===== config.mk =====
export PLATFORM = sky130hd
export DESIGN_NAME = traffic_light_fsm
export DESIGN_NICKNAME = d
export VERILOG_FILES = /design/src/rtl/tlc_pkg.sv /design/src/rtl/tlc_interval_timer.sv /design/src/rtl/traffic_light_fsm.sv
export SDC_FILE = /design/constraint.sdc
export NUM_CORES = 1
export LEC_CHECK = 0
export CORE_MARGIN = 3
export CORE_UTILIZATION = 25
export CTS_BUF_LIST = sky130_fd_sc_hd__clkbuf_2 sky130_fd_sc_hd__clkbuf_4 sky130_fd_sc_hd__clkbuf_8
export DETAILED_ROUTE_END_ITERATION = 6
export DONT_BUFFER_PORTS = 1
export PLACE_DENSITY = 0.42
export SLEW_MARGIN = 20
export SYNTH_ARGS = -nofsm -noshare
export SYNTH_HDL_FRONTEND = slang
export SYNTH_HIERARCHICAL = 1
export SYNTH_SLANG_ARGS = --single-unit
export TNS_END_PERCENT = 5

===== constraint.sdc =====
create_clock -name clk -period 5.5 [get_ports clk]
set_input_delay 0.55 -clock clk [delete_from_list [all_inputs] [get_ports clk]]
set_output_delay 0.55 -clock clk [all_outputs]
set_load 0.01 [all_outputs]

===== src/rtl/tlc_pkg.sv =====
// Shared types and constants for the traffic light controller.
// States, lamp codes, selector codes, defaults and interval helper.
package tlc_pkg;

  localparam int CNT_W = 5;
  localparam int TV_W  = 4;

  typedef logic [2:0] state_t;

  localparam state_t S_MAIN_GREEN  = 3'd0;
  localparam state_t S_MAIN_EXT    = 3'd1;
  localparam state_t S_MAIN_YELLOW = 3'd2;
  localparam state_t S_WALK        = 3'd3;
  localparam state_t S_SIDE_GREEN  = 3'd4;
  localparam state_t S_SIDE_YELLOW = 3'd5;

  localparam logic [2:0] LAMP_RED = 3'b100;
  localparam logic [2:0] LAMP_YEL = 3'b010;
  localparam logic [2:0] LAMP_GRN = 3'b001;

  localparam logic [1:0] SEL_BASE = 2'b00;
  localparam logic [1:0] SEL_EXT  = 2'b01;
  localparam logic [1:0] SEL_YEL  = 2'b10;
  localparam logic [1:0] SEL_NOP  = 2'b11;

  localparam int DEF_T_BASE = 6;
  localparam int DEF_T_EXT  = 3;
  localparam int DEF_T_YEL  = 2;

  // Interval, in ticks, that a state runs for.
  function automatic logic [CNT_W-1:0] interval_of(
    input state_t          s,
    input logic [TV_W-1:0] tb,
    input logic [TV_W-1:0] te,
    input logic [TV_W-1:0] ty
  );
    case (s)
      S_MAIN_GREEN: return {tb, 1'b0};
      S_MAIN_EXT:   return {1'b0, te};
      S_WALK:       return {1'b0, te};
      S_SIDE_GREEN: return {1'b0, tb};
      default:      return {1'b0, ty};
    endcase
  endfunction

endpackage


===== src/rtl/tlc_interval_timer.sv =====
// Tick divider plus interval down-counter; load restarts both.
// WALK_FLASH_EN adds a flash_off output for the last half tick.
module tlc_interval_timer
  import tlc_pkg::*;
#(
  parameter int              TICK_CYCLES = 100000000,
  parameter logic [CNT_W-1:0] RST_N      = 5'd12
) (
  input  logic             clk,
  input  logic             rst_n,
  input  logic             load,
  input  logic [CNT_W-1:0] n,
`ifdef WALK_FLASH_EN
  output logic             flash_off,
`endif
  output logic             expired
);

  localparam int DW =
    (TICK_CYCLES > 1) ? $clog2(TICK_CYCLES) : 1;
  localparam logic [DW-1:0] DIV_LAST =
    DW'(TICK_CYCLES - 1);

  logic [DW-1:0]    div_q, div_d;
  logic [CNT_W-1:0] cnt_q, cnt_d;
  logic             tick_end;

  assign tick_end = (div_q == DIV_LAST);
  assign expired  = tick_end && (cnt_q == CNT_W'(1));

`ifdef WALK_FLASH_EN
  localparam logic [DW-1:0] DIV_HALF =
    DW'(TICK_CYCLES / 2);
  assign flash_off = (cnt_q == CNT_W'(1)) &&
                     (div_q >= DIV_HALF);
`endif

  // Advance divider; count down one interval unit per tick.
  always_comb begin
    div_d = tick_end ? '0 : div_q + 1'b1;
    cnt_d = tick_end ? cnt_q - 1'b1 : cnt_q;
    if (load) begin
      div_d = '0;
      cnt_d = n;
    end
  end

  // Timer state registers.
  always_ff @(posedge clk or negedge rst_n) begin
    if (!rst_n) begin
      div_q <= '0;
      cnt_q <= RST_N;
    end else begin
      div_q <= div_d;
      cnt_q <= cnt_d;
    end
  end

endmodule


===== src/rtl/traffic_light_fsm.sv =====
// Main traffic light sequencer with reprogrammable intervals.
// WALK_FLASH_EN flashes the walk lamp during the final WALK tick.
module traffic_light_fsm
  import tlc_pkg::*;
#(
  parameter int TICK_CYCLES = 100000000,
  parameter int T_BASE_DEF  = DEF_T_BASE,
  parameter int T_EXT_DEF   = DEF_T_EXT,
  parameter int T_YEL_DEF   = DEF_T_YEL
) (
  input  logic       clk,
  input  logic       Reset_n,
  input  logic       Reset_Sync,
  input  logic       Sensor_Sync,
  input  logic       WR_Sync,
  input  logic       Prog_Sync,
  input  logic [1:0] Time_Param_Selector,
  input  logic [3:0] Time_Value,
  output logic [2:0] Main_Light,
  output logic [2:0] Side_Light,
  output logic       Walk_Light
);

  localparam logic [TV_W-1:0] TB_RST = TV_W'(T_BASE_DEF);
  localparam logic [TV_W-1:0] TE_RST = TV_W'(T_EXT_DEF);
  localparam logic [TV_W-1:0] TY_RST = TV_W'(T_YEL_DEF);
  localparam logic [CNT_W-1:0] CNT_RST =
    CNT_W'(2 * T_BASE_DEF);

  state_t          state_q, state_d;
  logic [TV_W-1:0] t_base_q, t_base_d;
  logic [TV_W-1:0] t_ext_q, t_ext_d;
  logic [TV_W-1:0] t_yel_q, t_yel_d;
  logic            walk_pending_q, walk_pending_d;

  logic             prog_ok;
  logic             restart;
  logic             expired;
  logic             enter_walk;
  logic [CNT_W-1:0] load_n;

  assign prog_ok = Prog_Sync &&
                   (Time_Param_Selector != SEL_NOP) &&
                   (Time_Value != '0);

  // Next state and interval registers, by priority.
  always_comb begin
    state_d  = state_q;
    t_base_d = t_base_q;
    t_ext_d  = t_ext_q;
    t_yel_d  = t_yel_q;
    restart  = 1'b0;
    if (Reset_Sync) begin
      state_d  = S_MAIN_GREEN;
      t_base_d = TB_RST;
      t_ext_d  = TE_RST;
      t_yel_d  = TY_RST;
      restart  = 1'b1;
    end else if (prog_ok) begin
      unique case (1'b1)
        Time_Param_Selector == SEL_BASE:
          t_base_d = Time_Value;
        Time_Param_Selector == SEL_EXT:
          t_ext_d = Time_Value;
        Time_Param_Selector == SEL_YEL:
          t_yel_d = Time_Value;
        default: ;
      endcase
      state_d = S_MAIN_GREEN;
      restart = 1'b1;
    end else if (expired) begin
      case (state_q)
        S_MAIN_GREEN:
          state_d = Sensor_Sync ? S_MAIN_EXT
                                : S_MAIN_YELLOW;
        S_MAIN_EXT:
          state_d = S_MAIN_YELLOW;
        S_MAIN_YELLOW:
          state_d = walk_pending_q ? S_WALK
                                   : S_SIDE_GREEN;
        S_WALK:
          state_d = S_SIDE_GREEN;
        S_SIDE_GREEN:
          state_d = S_SIDE_YELLOW;
        default:
          state_d = S_MAIN_GREEN;
      endcase
    end
  end

  assign enter_walk = (state_d == S_WALK) &&
                      (state_q != S_WALK);

  // Walk request latch; a new request beats the entry clear.
  always_comb begin
    walk_pending_d = (walk_pending_q && !enter_walk) ||
                     WR_Sync;
    if (Reset_Sync) walk_pending_d = 1'b0;
  end

  assign load_n = interval_of(state_d, t_base_d,
                              t_ext_d, t_yel_d);

`ifdef WALK_FLASH_EN
  logic flash_off;
`endif

  tlc_interval_timer #(
    .TICK_CYCLES (TICK_CYCLES),
    .RST_N       (CNT_RST)
  ) u_timer (
    .clk       (clk),
    .rst_n     (Reset_n),
    .load      (restart || expired),
    .n         (load_n),
`ifdef WALK_FLASH_EN
    .flash_off (flash_off),
`endif
    .expired   (expired)
  );

  // Sequencer state and programmable intervals.
  always_ff @(posedge clk or negedge Reset_n) begin
    if (!Reset_n) begin
      state_q        <= S_MAIN_GREEN;
      t_base_q       <= TB_RST;
      t_ext_q        <= TE_RST;
      t_yel_q        <= TY_RST;
      walk_pending_q <= 1'b0;
    end else begin
      state_q        <= state_d;
      t_base_q       <= t_base_d;
      t_ext_q        <= t_ext_d;
      t_yel_q        <= t_yel_d;
      walk_pending_q <= walk_pending_d;
    end
  end

  // Lamp decode; unknown codes fall back to main green.
  always_comb begin
    Main_Light = LAMP_GRN;
    Side_Light = LAMP_RED;
    case (state_q)
      S_MAIN_YELLOW: Main_Light = LAMP_YEL;
      S_WALK:        Main_Light = LAMP_RED;
      S_SIDE_GREEN: begin
        Main_Light = LAMP_RED;
        Side_Light = LAMP_GRN;
      end
      S_SIDE_YELLOW: begin
        Main_Light = LAMP_RED;
        Side_Light = LAMP_YEL;
      end
      default: ;
    endcase
  end

`ifdef WALK_FLASH_EN
  assign Walk_Light = (state_q == S_WALK) && !flash_off;
`else
  assign Walk_Light = (state_q == S_WALK);
`endif

endmodule


==> flow_summary.json <==
{
  "status": "completed",
  "grt_max_degree": 42,
  "final_nets": 327,
  "start_util_pct": 25.8,
  "fin_setup_tns_ns": 0,
  "cp-start-kind": "register",
  "postSynthAreaPerCell_um2": 9.43,
  "netlist_area_um2": 2970,
  "cts_max_level": 2,
  "fill_cells": 1254,
  "ys_types": 63,
  "dp_hpwl_mm": 5.25,
  "dieHeight_um": 115,
  "required_ns": 5.71,
  "synthCells": 315,
  "diodes": 0,
  "worst_pin_slew_ns": 0.779,
  "drv_cap": 0,
  "pwr-share-seq_pct": 50.1,
  "cp_data_arrival_time_ns": 3.63,
  "grt_first_pass_wirelength_mm": 12.5,
  "fmax_mhz": 292,
  "cts.reportedPaths.clkPinSlew_ns": 0.11,
  "power_switching_uw": 169,
  "hold_path_class": "input port to asynchronous set/reset pin",
  "crit_slowest_cell": "and3_1",
  "routed_wl_mm": 7.51,
  "max-clock-path-buffers": 2,
  "track_usage_pct": 11.8,
  "area_growth_pct": 9.26,
  "ys_ff_latch": 48,
  "cp_cell_sequence": "ha_1 -> and3_1 -> nand4_4 -> nor3_1 -> inv_1 -> a211o_1 -> a21oi_2 -> and2_2 -> o221ai_1 -> and2_1 -> a311o_1",
  "sw_frac_of_total_pct": 23.2,
  "vias": 2400,
  "die_w_um": 115,
  "fin_ws_ns": 2.08,
  "timing.rr.end": "u_timer/cnt_q[1]",
  "gp_congestion": 0.761,
  "post_cts_resized": 0,
  "critPathTopFamily": "simple AND/OR/NAND/NOR gates",
  "ys.flop_type": "dfrtp_1",
  "drc": 0,
  "post-place-ws_ns": 2.12,
  "worstSetupPathType": "register to register",
  "setup_viol": 0,
  "cts.sinks": 48,
  "r2r-start": "u_timer/div_q[0]",
  "syn_nets": 330,
  "ys_seq_area_share_pct": 40.7,
  "slew_headroom_pct": 48.1,
  "final_common_cell": "dfrtp_1",
  "clk_latency_ns": 0.32,
  "routedWlPerCell_um": 16.5,
  "core.rowCount": 39,
  "power_frac_clock_pct": 44.3,
  "powerDensity_nw_per_um2": 224,
  "drt_iter0_markers": 126,
  "period_share_pct": 62.3,
  "finClkSkew_ns": 0.0183,
  "grt_pass1_vias": 2371,
  "cts_inserted_buffers": 5,
  "cts-root-buf": "clkbuf_8",
  "grt.overflow.total": 0,
  "ioPinCount": 19,
  "total_leakage_power_uw": 0.00121,
  "synthArstFlopShare_pct": 100,
  "worst_setup_path_end_kind": "register",
  "routed_via_density": 5.26,
  "layout_common_cells": "41 x dfrtp_1, 32 x nor2_1, 30 x nand2_1, 18 x nand3_1, 12 x o21ai_0",
  "critPathMaxFanout": 7,
  "p_int_uw": 558,
  "drive_gt1_share_pct": 12.5,
  "io_buffers": 0,
  "synth_edf_count": 0,
  "antenna_found_initial": 0,
  "ir_drop_mv": 0.101,
  "power_uw": 727,
  "crit_buf_inv": 1,
  "die_area_um2": 13200,
  "yosysWarnings": 6,
  "fp.coreArea_um2": 11500,
  "finalHoldViolCount": 0,
  "crit_path_max_incr_delay_ns": 0.41,
  "cts_tree": "built",
  "rrSetupSlack_ns": 2.08,
  "combPwrFrac_pct": 5.6,
  "report.final.slew_viol_count": 0,
  "first_pass_iters": 4,
  "ant_nets": 0,
  "rsz0062_at_grt": "false",
  "r2r_cells": 11,
  "layout_min_cycle_time_ns": 3.42
}
==> power by group through the flow <==
| stage | logic (uW) | clock network, uW | registers (uW) |
|---|---|---|---|
| 3_5_place_dp | 32.7 | 0 | 371 |
| 2_1_floorplan | 27.1 | 0 | 370 |
| 4_1_cts | 41.8 | 336 | 364 |
| 3_3_place_gp | 33.0 | 0 | 371 |
| 5_1_grt | 46.3 | 346 | 365 |
| 6_report | 40.6 | 322 | 364 |
==> synthesized netlist by cell type, drive strengths merged, types with 2 or more instances <==
cell / instances / area share (%)
buf: 5 / 1.3
dfstp: 7 / 6.2
and4: 8 / 2.4
xnor2: 5 / 1.5
and2: 5 / 1.1
nand2b: 3 / 0.63
a211o: 2 / 0.59
nor4: 2 / 0.42
o41ai: 3 / 1.5
and3: 10 / 2.2
inv: 10 / 1.3
mux2i: 11 / 3.7
dfrtp: 41 / 35
or3: 8 / 1.7
nor2b: 3 / 0.63
ha: 3 / 1.3
a21oi: 13 / 2.7
o211ai: 3 / 0.76
nand3b: 2 / 0.51
o21ai: 16 / 2.8
o31a: 2 / 0.59
o31ai: 5 / 1.3
clkbuf: 5 / 0.76
or4: 6 / 1.6
nor2: 32 / 4.0
o221ai: 4 / 1.2
nand3: 19 / 3.4
a211oi: 2 / 0.51
nand2: 30 / 3.8
nand4: 14 / 4.4
xor2: 8 / 2.4
nor3: 7 / 1.5
nor4b: 2 / 1.1
a31oi: 6 / 1.3
==> how the worst max path moves through the flow <==
stage / depth (start not counted) / endpoint / start
CTS: 11 / u_timer/cnt_q[1] / u_timer/div_q[0]
global route: 11 / u_timer/cnt_q[1] / u_timer/div_q[0]
detailed placement: 11 / u_timer/cnt_q[1] / u_timer/div_q[0]
global placement: 11 / u_timer/cnt_q[1] / u_timer/div_q[0]
finish: 11 / u_timer/cnt_q[1] / u_timer/div_q[0]
floorplan: 12 / u_timer/cnt_q[1] / u_timer/div_q[0]
==> sequential cells by signal (all words and copies together) (netlist names) <==
| signal | count |
|---|---|
| u_timer/div_q | 27 |
| t_base_q | 4 |
| walk_pending_q | 1 |
| t_yel_q | 4 |
| state_q | 3 |
| u_timer/cnt_q | 5 |
| t_ext_q | 4 |
==> through the flow <==
stage / instance area (um2) / utilization (%) / std cells / hold slack, ns
after CTS: 3250 / 28.2 / 456 / 0.0370
final: 3250 / 28.2 / 456 / 0.0530
after floorplan: 2970 / - / 315 / 0.254
after detailed placement: 3080 / 26.8 / 447 / 0.256
after global routing: 3250 / 28.2 / 456 / 0.0278
after global placement: 3080 / 26.8 / 447 / 0.256
==> kinds of logic after synthesis <==
group	Yosys count	synth area share [%]
buffers and inverters	21	3.58
AND/OR/NAND/NOR	156	31.1
adder cells (fa/ha/maj)	3	1.26
AO/OA/AOI/OAI	63	15.8
flip-flops	48	40.7
XOR/XNOR	13	3.83
multiplexers	11	3.71
==> repair_timing <==
item | 4_1_cts | 5_1_grt
endpoints found under the hold margin | 41 | 0
hold buffers | 1 | 0
setup buffers | 0 | 0
==> cell type report <==
class | count | area, um2 | share of cell area [%]
multi-input combinational | 246 | 1660 | 51.0
clock buffer | 5 | 68.8 | 2.12
inverter | 10 | 37.5 | 1.16
tap | 143 | 179 | 5.51
sequential | 48 | 1210 | 37.3
clock inverter | 3 | 68.8 | 2.12
timing repair buffer | 1 | 27.5 | 0.848
==> per-layer routing <==
layer  vias up  track usage [%]  wire [um]
met5         -                0          0
met4         0             2.90         70
met3         8             2.37        299
met2        41             18.9       3470
met1      1184             16.3       3670
li1       1167                -          -
Power figures use the tool's default switching activity.
